File: config.mk
export PLATFORM = sky130hd
export DESIGN_NAME = disp_sched
export DESIGN_NICKNAME = d
export VERILOG_FILES = /design/src/rtl/disp_sched.sv
export SDC_FILE = /design/constraint.sdc
export NUM_CORES = 1
export LEC_CHECK = 0
export ABC_AREA = 1
export ABC_CLOCK_PERIOD_IN_PS = 1800
export CAP_MARGIN = 25
export CORE_ASPECT_RATIO = 0.7
export CORE_MARGIN = 10
export CORE_UTILIZATION = 50
export CTS_BUF_LIST = sky130_fd_sc_hd__clkbuf_8
export DETAILED_ROUTE_END_ITERATION = 7
export PLACE_DENSITY_LB_ADDON = 0.2
export SLEW_MARGIN = 20
export SYNTH_ARGS = -nofsm -noshare
export SYNTH_HDL_FRONTEND = slang
export SYNTH_SLANG_ARGS = --single-unit
File: constraint.sdc
create_clock -name Clk -period 1.8 [get_ports Clk]
set_input_delay 0.18 -clock Clk [delete_from_list [all_inputs] [get_ports Clk]]
set_output_delay 0.18 -clock Clk [all_outputs]
set_load 0.02 [all_outputs]
File: src/rtl/disp_sched.sv
// Display-content scheduler: arbitrates keypad entry, timed messages and alarm
// onto one 4-digit hex display word, with ms-tick based message hold and blink.
module disp_sched #(
    parameter int unsigned TICK_DIV   = 50000,
    parameter int unsigned MSG_MS     = 2000,
    parameter int unsigned BLINK_MS   = 500,
    parameter logic [15:0] ALARM_CODE = 16'hEEEE
) (
    input  logic        Clk,
    input  logic        Rst_n,
    input  logic        entry_valid,
    input  logic [15:0] entry_data,
    input  logic        msg_req,
    input  logic [15:0] msg_data,
    input  logic        alarm,
    output logic        msg_ack,
    output logic [15:0] disp_data,
    output logic        disp_en,
    output logic [1:0]  state
);

    localparam logic [15:0] TICK_LAST  = 16'(TICK_DIV - 1);
    localparam logic [11:0] MSG_LAST   = 12'(MSG_MS - 1);
    localparam logic [11:0] BLINK_LAST = 12'(BLINK_MS - 1);
    localparam logic [15:0] BLANK_CODE = 16'hFFFF;

    typedef enum logic [1:0] {
        ST_BLANK = 2'd0,
        ST_ENTRY = 2'd1,
        ST_MSG   = 2'd2,
        ST_ALARM = 2'd3
    } state_t;

    state_t      r_state;
    logic [15:0] r_tick_cnt;
    logic [11:0] r_ms_cnt;
    logic [15:0] r_msg_word;
    logic        r_req_blk;
    logic        r_msg_ack;
    logic [15:0] r_disp_data;
    logic        r_disp_en;

    logic        w_tick;
    logic        w_accept;
    state_t      w_idle_state;
    logic [15:0] w_idle_data;

    assign w_tick       = (r_tick_cnt == TICK_LAST);
    // r_req_blk holds off a request that was already acked until it is seen low
    assign w_accept     = msg_req && !r_req_blk;
    assign w_idle_state = entry_valid ? ST_ENTRY : ST_BLANK;
    assign w_idle_data  = entry_valid ? entry_data : BLANK_CODE;

    always_ff @(posedge Clk or negedge Rst_n) begin
        if (!Rst_n) begin
            r_state     <= ST_BLANK;
            r_tick_cnt  <= '0;
            r_ms_cnt    <= '0;
            r_msg_word  <= '0;
            r_req_blk   <= 1'b0;
            r_msg_ack   <= 1'b0;
            r_disp_data <= BLANK_CODE;
            r_disp_en   <= 1'b0;
        end else begin
            r_msg_ack <= 1'b0;
            if (!msg_req)
                r_req_blk <= 1'b0;
            unique case (r_state)
                ST_BLANK, ST_ENTRY: begin
                    r_tick_cnt <= '0;
                    r_ms_cnt   <= '0;
                    if (alarm) begin
                        r_state     <= ST_ALARM;
                        r_disp_data <= ALARM_CODE;
                        r_disp_en   <= 1'b1;
                    end else if (w_accept) begin
                        r_state     <= ST_MSG;
                        r_msg_word  <= msg_data;
                        r_disp_data <= msg_data;
                        r_disp_en   <= 1'b1;
                        r_msg_ack   <= 1'b1;
                        r_req_blk   <= 1'b1;
                    end else begin
                        r_state     <= w_idle_state;
                        r_disp_data <= w_idle_data;
                        r_disp_en   <= entry_valid;
                    end
                end
                ST_MSG: begin
                    if (alarm) begin
                        r_state     <= ST_ALARM;
                        r_disp_data <= ALARM_CODE;
                        r_disp_en   <= 1'b1;
                        r_tick_cnt  <= '0;
                        r_ms_cnt    <= '0;
                    end else if (w_tick) begin
                        r_tick_cnt <= '0;
                        if (r_ms_cnt == MSG_LAST) begin
                            r_ms_cnt    <= '0;
                            r_state     <= w_idle_state;
                            r_disp_data <= w_idle_data;
                            r_disp_en   <= entry_valid;
                        end else begin
                            r_ms_cnt    <= r_ms_cnt + 12'd1;
                            r_disp_data <= r_msg_word;
                        end
                    end else begin
                        r_tick_cnt  <= r_tick_cnt + 16'd1;
                        r_disp_data <= r_msg_word;
                    end
                end
                ST_ALARM: begin
                    if (!alarm) begin
                        r_state     <= w_idle_state;
                        r_disp_data <= w_idle_data;
                        r_disp_en   <= entry_valid;
                        r_tick_cnt  <= '0;
                        r_ms_cnt    <= '0;
                    end else if (w_tick) begin
                        r_tick_cnt <= '0;
                        if (r_ms_cnt == BLINK_LAST) begin
                            r_ms_cnt  <= '0;
                            r_disp_en <= ~r_disp_en;
                        end else begin
                            r_ms_cnt <= r_ms_cnt + 12'd1;
                        end
                    end else begin
                        r_tick_cnt <= r_tick_cnt + 16'd1;
                    end
                end
            endcase
        end
    end

    assign msg_ack   = r_msg_ack;
    assign disp_data = r_disp_data;
    assign disp_en   = r_disp_en;
    assign state     = r_state;

endmodule

Yosys cells after proc, flatten, opt, wreduce, memory -nomap -nowiden
Index checks and enable logic that the tools add are counted.
Widths: inputs -> output; s select.

storage, ports and cells
  flip-flop bits (word level) = 65
  input bits = 37
  output and inout port bits = 20
  word-level logic and storage cells = 74

operators by class
  add/subtract/negate cells = 2
  eq/ne operators = 11
  mux-type cells = 43
  bitwise operators = 2
  reduce and logical (&&, ||, !) cells = 8

operator list
  cell                   number
  $mux 16                10
  $pmux 16 s3            2
  $mux 12                6
  $pmux 12 s3            1
  $add 16x1->16 const B  1
  $eq 16x16->1 const B   1
  $mux 1                 16
  $add 12x1->12 const B  1
  $eq 12x11->1 const B   1
  $eq 12x9->1 const B    1
  $mux 2                 6
  $ne 3x3->1 const B     4
  $pmux 2 s3             1
  $reduce_and 3->1       2
  $eq 2x2->1 const B     2
  $reduce_and 4->1       1
  $pmux 1 s3             1
  $eq 2x1->1 const B     1
  $logic_not 2->1        1
  $ne 2x2->1 const B     1
  $not 1->1              2
  $reduce_and 2->1       1
  $reduce_or 2->1        1
  $logic_and 1x1->1      1
  $logic_not 1->1        1

Depth between registers and ports, before layout
  word-level depth = 5
  depth in mapped cells = 11
  depth with buffers taken out = 11

Worst setup path before layout
OpenSTA, ideal clock, no wires.

  path kind = reg-to-reg
  start point = reg r_ms_cnt[0]
  end point = reg r_disp_data[15], in the netlist disp_data[15]
  setup time = 0.073 ns
  data arrival time = 1.453 ns
  data required time = 1.727 ns
  path slack = 0.274 ns
  stages on the path, launching flop included = 11
  path buffers = 1
  clock period less this slack = 1.526 ns
  cell sequence = dfrtp_1 ha_1 nand3_1 inv_1 nand2_1 nor2_4 nand2_4 buf_6 o21ai_2 nand2_1 a21oi_1

between the ends
  word-level cells in the longest chain between the ends = 5

RTL lines
  what                    RTL line  source
  start, declared         36        logic [11:0] r_ms_cnt;
  start signal, assigned  104       r_ms_cnt <= r_ms_cnt + 12'd1;
  start signal, assigned  125       r_ms_cnt <= r_ms_cnt + 12'd1;
  $eq 12x11->1            98        if (r_ms_cnt == MSG_LAST) begin
  $mux 16                 98
  $mux 16                 96        end else if (w_tick) begin
  $mux 16                 90        if (alarm) begin
  $pmux 16 s3             68        unique case (r_state)
  end signal, assigned    79        r_disp_data <= msg_data;
  end signal, assigned    101       r_disp_data <= w_idle_data;
  end signal, assigned    105       r_disp_data <= r_msg_word;
  end, declared           40        logic [15:0] r_disp_data;

No other way between the ends.
A chain may end at the register's enable or synchronous reset.

Worst setup path after layout
  start point = reg r_ms_cnt[1]
  end point = reg r_disp_data[9], in the netlist disp_data[9]

The elaborated chain is that of the path after synthesis.

==> results.toml <==
[power]
p_sw_mw = 1.416
share_clk_of_total_power_pct = 28.6
swShare_pct = 32.01
power.combinational.fraction_pct = 28.4
power_leakage_nw = 2.271
peakVddDrop_mv = 0.6290
seqPwrFrac_pct = 43.0
pwr_density_cell_mw_per_mm2 = 895.8
internal_power_mw = 3.009
total_power_mw = 4.425

[timing]
rsz0062_at_grt = "true"
slew-limit-headroom_pct = 63.69
worst_pin_slew_ns = 0.5441
layout_worst_path_cycle_share_pct = 94.46
finalClockSkew_ns = 0.01143
setup_violations = 0
final-max-slew-violation-count = 0
setup_slack_ns = 0.09971
achievable_frequency_mhz = 588.1
finalWorstPathRequiredPeriod_ns = 1.700
final-hold-violation-count = 0

[setup_path]
critical_path_required_ns = 2.07
path_max_fanout = 6
criticalPathCategory = "reg -> reg"
critical_path.endpoint_type = "register"
worst_ep_arrival_time_ns = 1.97
timing.critical_path.from_type = "register"
reg2reg_setup_slack_ns = 0.1

[cells_and_area]
design.final.nets = 637
antennaDiodeCount = 0
area_delta_synth_final_pct = 29.78
seqCellArea_mm2 = 0.001648
drive_gt1_share_pct = 17.94
finish.cell_count_without_fillers = 700
fillCellCount = 647
fin_area_mm2 = 0.004940
finish.utilization_pct = 67.19
area_taken_by_multi_input_logic_gates_mm2 = 0.001874

[synth]
post_synth.cell_area_avg_um2 = 7.334
synth.ff_latch_count = 65
synthesis.area_mm2 = 0.003806
yosysSeqAreaShare_pct = 43.26
post_synth_inst_count = 519
synth_warnings = 0
synth_cell_type_count = 35
syn-num-nets = 559

[clock_network]
cts_tree = "built"
number_of_h_tree_levels = 3
cts_buffers = 9
clockRootBuffer = "clkbuf_8"
clock_insertion_delay_worst_skew_ns = 0.35
numClockSinks = 65
clk_pin_slew_worst_paths_ns = 0.08
clockBufferDepth = 2

[drt]
ant_nets = 0
via_count = 3618
detail_route.vias_per_cell = 5.169
wl_per_cell_um = 14.32
detail_route.first_pass.iterations = 5
routed_wirelength_um = 10030
drt_first_iter_violations = 324
drcViolationCount = 0

[global_routing]
track_usage_pct = 16.86
overflow_after_grt = 0
number_of_global_route_vias_before_repair = 3604
grt_pass1_wl_um = 16500
grt_max_degree = 66
antenna_found_initial = 0

[placed_design]
preCtsSetupSlack_ns = -0.01133
dpl.hpwl_um = 6948
placed_cell_area_mm2 = 0.004598
post-place-cells = 677
port-buffer-count = 56
gp_routability_congestion = 0.9154

[worst_hold_path]
worst_hold_path_type = "in -> async"

[floorplanning]
design.portCount = 57
die_x_um = 124.3
die_h_um = 93.00
die-area_mm2 = 0.01156
core_area_mm2 = 0.007352
start_util_pct = 51.77
core.rowCount = 26

[run]
max-cap-violations = 0

[status]
outcome = "complete, no violations"
-- through the flow --
step | TNS (ns) | hold WS [ns]
after floorplan | 0 | -0.1156
after global placement | 0 | 0.2243
after detailed placement | -0.01670 | 0.2255
after CTS | 0 | 0.3767
after global routing | -0.02601 | 0.3967
final | 0 | 0.3726
-- critical path: stages (launching register included) --
cell       delay [ns]
dfrtp_1          0.39
ha_4             0.16
nand3_2          0.09
inv_2            0.09
nand2_2          0.08
nor2_4           0.27
clkbuf_16        0.21
nand3_1          0.08
nand3_1          0.09
nand2_1          0.05
a21oi_1          0.12
-- cells by family after synthesis --
logic type	count (synthesis)	share of synthesized area, %
AND/OR/NAND/NOR	282	32.64
buffers and inverters	85	9.171
AO/OA/AOI/OAI	69	10.49
flip-flops	65	43.26
XOR/XNOR	15	3.452
adder cells (fa/ha/maj)	3	0.9863
-- sequential cells by signal, summed over array words and instances (netlist names) --
register    flops
r_ms_cnt       12
r_req_blk       1
disp_data      16
state           2
disp_en         1
msg_ack         1
r_msg_word     16
r_tick_cnt     16
-- cell usage in the layout, fill, tap and decap left out, types with 10 or more instances in the layout --
| master | Yosys | layout |
|---|---|---|
| a21oi_1 | 22 | 20 |
| buf_4 | 2 | 21 |
| clkbuf_8 | 0 | 10 |
| clkdlybuf4s50_1 | 0 | 54 |
| dfrtp_1 | 49 | 48 |
| dfstp_2 | 16 | 16 |
| inv_1 | 60 | 61 |
| nand2_1 | 111 | 109 |
| nand3_1 | 55 | 54 |
| nor2_1 | 76 | 73 |
| o21a_1 | 11 | 11 |
| o21ai_0 | 24 | 24 |
| or2_2 | 16 | 16 |
| xor2_1 | 12 | 12 |
-- per-layer routing --
metal | track usage, % | up-vias | part of all wire [%]
met4 | 5.319 | 0 | 0.37
met3 | 4.963 | 5 | 7.3
met5 | 0 | - | 0
li1 | - | 1801 | -
met1 | 21.85 | 1686 | 47
met2 | 26.62 | 126 | 45
-- final timing paths --
check | end | cells after the start | from
max in group asynchronous | disp_data[9] | 3 | Rst_n
min in group Clk | r_req_blk | 3 | msg_req
setup / recovery | disp_data[9] | 10 | r_ms_cnt[1]
hold reg to reg | r_msg_word[8] | 2 | r_msg_word[8]
setup reg to reg | disp_data[9] | 10 | r_ms_cnt[1]
hold / removal | r_msg_word[1] | 3 | Rst_n
-- layout make-up --
type	count	share of cell area [%]
sequential	65	33.36
tap	98	2.482
inverter	68	5.167
multi-input combinational	369	37.94
clock buffer	10	2.786
timing repair buffer	84	17.05
clock inverter	6	1.216
-- cells in the mapped netlist --
cell type | instances | area share [%]
buf_4 | 2 | 0.39
o21ai_0 | 24 | 3.2
nand2_2 | 4 | 0.66
nor2_1 | 76 | 7.5
nand2_1 | 111 | 11
inv_2 | 8 | 0.79
xor2_1 | 12 | 2.8
clkbuf_1 | 6 | 0.59
dfrtp_1 | 49 | 32
buf_2 | 6 | 0.79
nand2_4 | 1 | 0.30
o21ai_2 | 1 | 0.23
buf_1 | 1 | 0.099
o21ai_1 | 3 | 0.39
nor2_2 | 4 | 0.66
o211ai_1 | 1 | 0.20
or2_2 | 16 | 2.6
nor2_4 | 2 | 0.59
a31oi_1 | 1 | 0.16
buf_6 | 2 | 0.59
o22ai_1 | 4 | 0.66
inv_1 | 60 | 5.9
nor3b_1 | 1 | 0.20
xnor2_1 | 3 | 0.69
a21oi_1 | 22 | 2.9
nand3_1 | 55 | 7.2
nor3_1 | 7 | 0.92
o21a_1 | 11 | 2.2
o21ai_4 | 1 | 0.43
a22oi_1 | 1 | 0.20
ha_1 | 3 | 0.99
nand3b_1 | 3 | 0.59
dfstp_2 | 16 | 11
nand3_2 | 1 | 0.26
nand4_1 | 1 | 0.16
-- power groups by stage --
| stage | combinational (mW) | clock, mW | sequential, mW |
|---|---|---|---|
| 6_report | 1.26 | 1.27 | 1.90 |
| 4_1_cts | 1.24 | 1.30 | 1.90 |
| 5_1_grt | 1.41 | 1.35 | 1.93 |
| 2_1_floorplan | 0.568 | 0 | 2.04 |
| 3_5_place_dp | 1.23 | 0 | 1.92 |
| 3_3_place_gp | 1.22 | 0 | 1.91 |
-- repair_timing --
item | in CTS | in global routing
hold buffers | 1 | 0
hold endpoints to repair | 49 | 0
endpoints found under the setup margin | 0 | 27
setup buffers | 0 | 5
gates resized for setup | 0 | 18
Power figures use the tool's default switching activity.
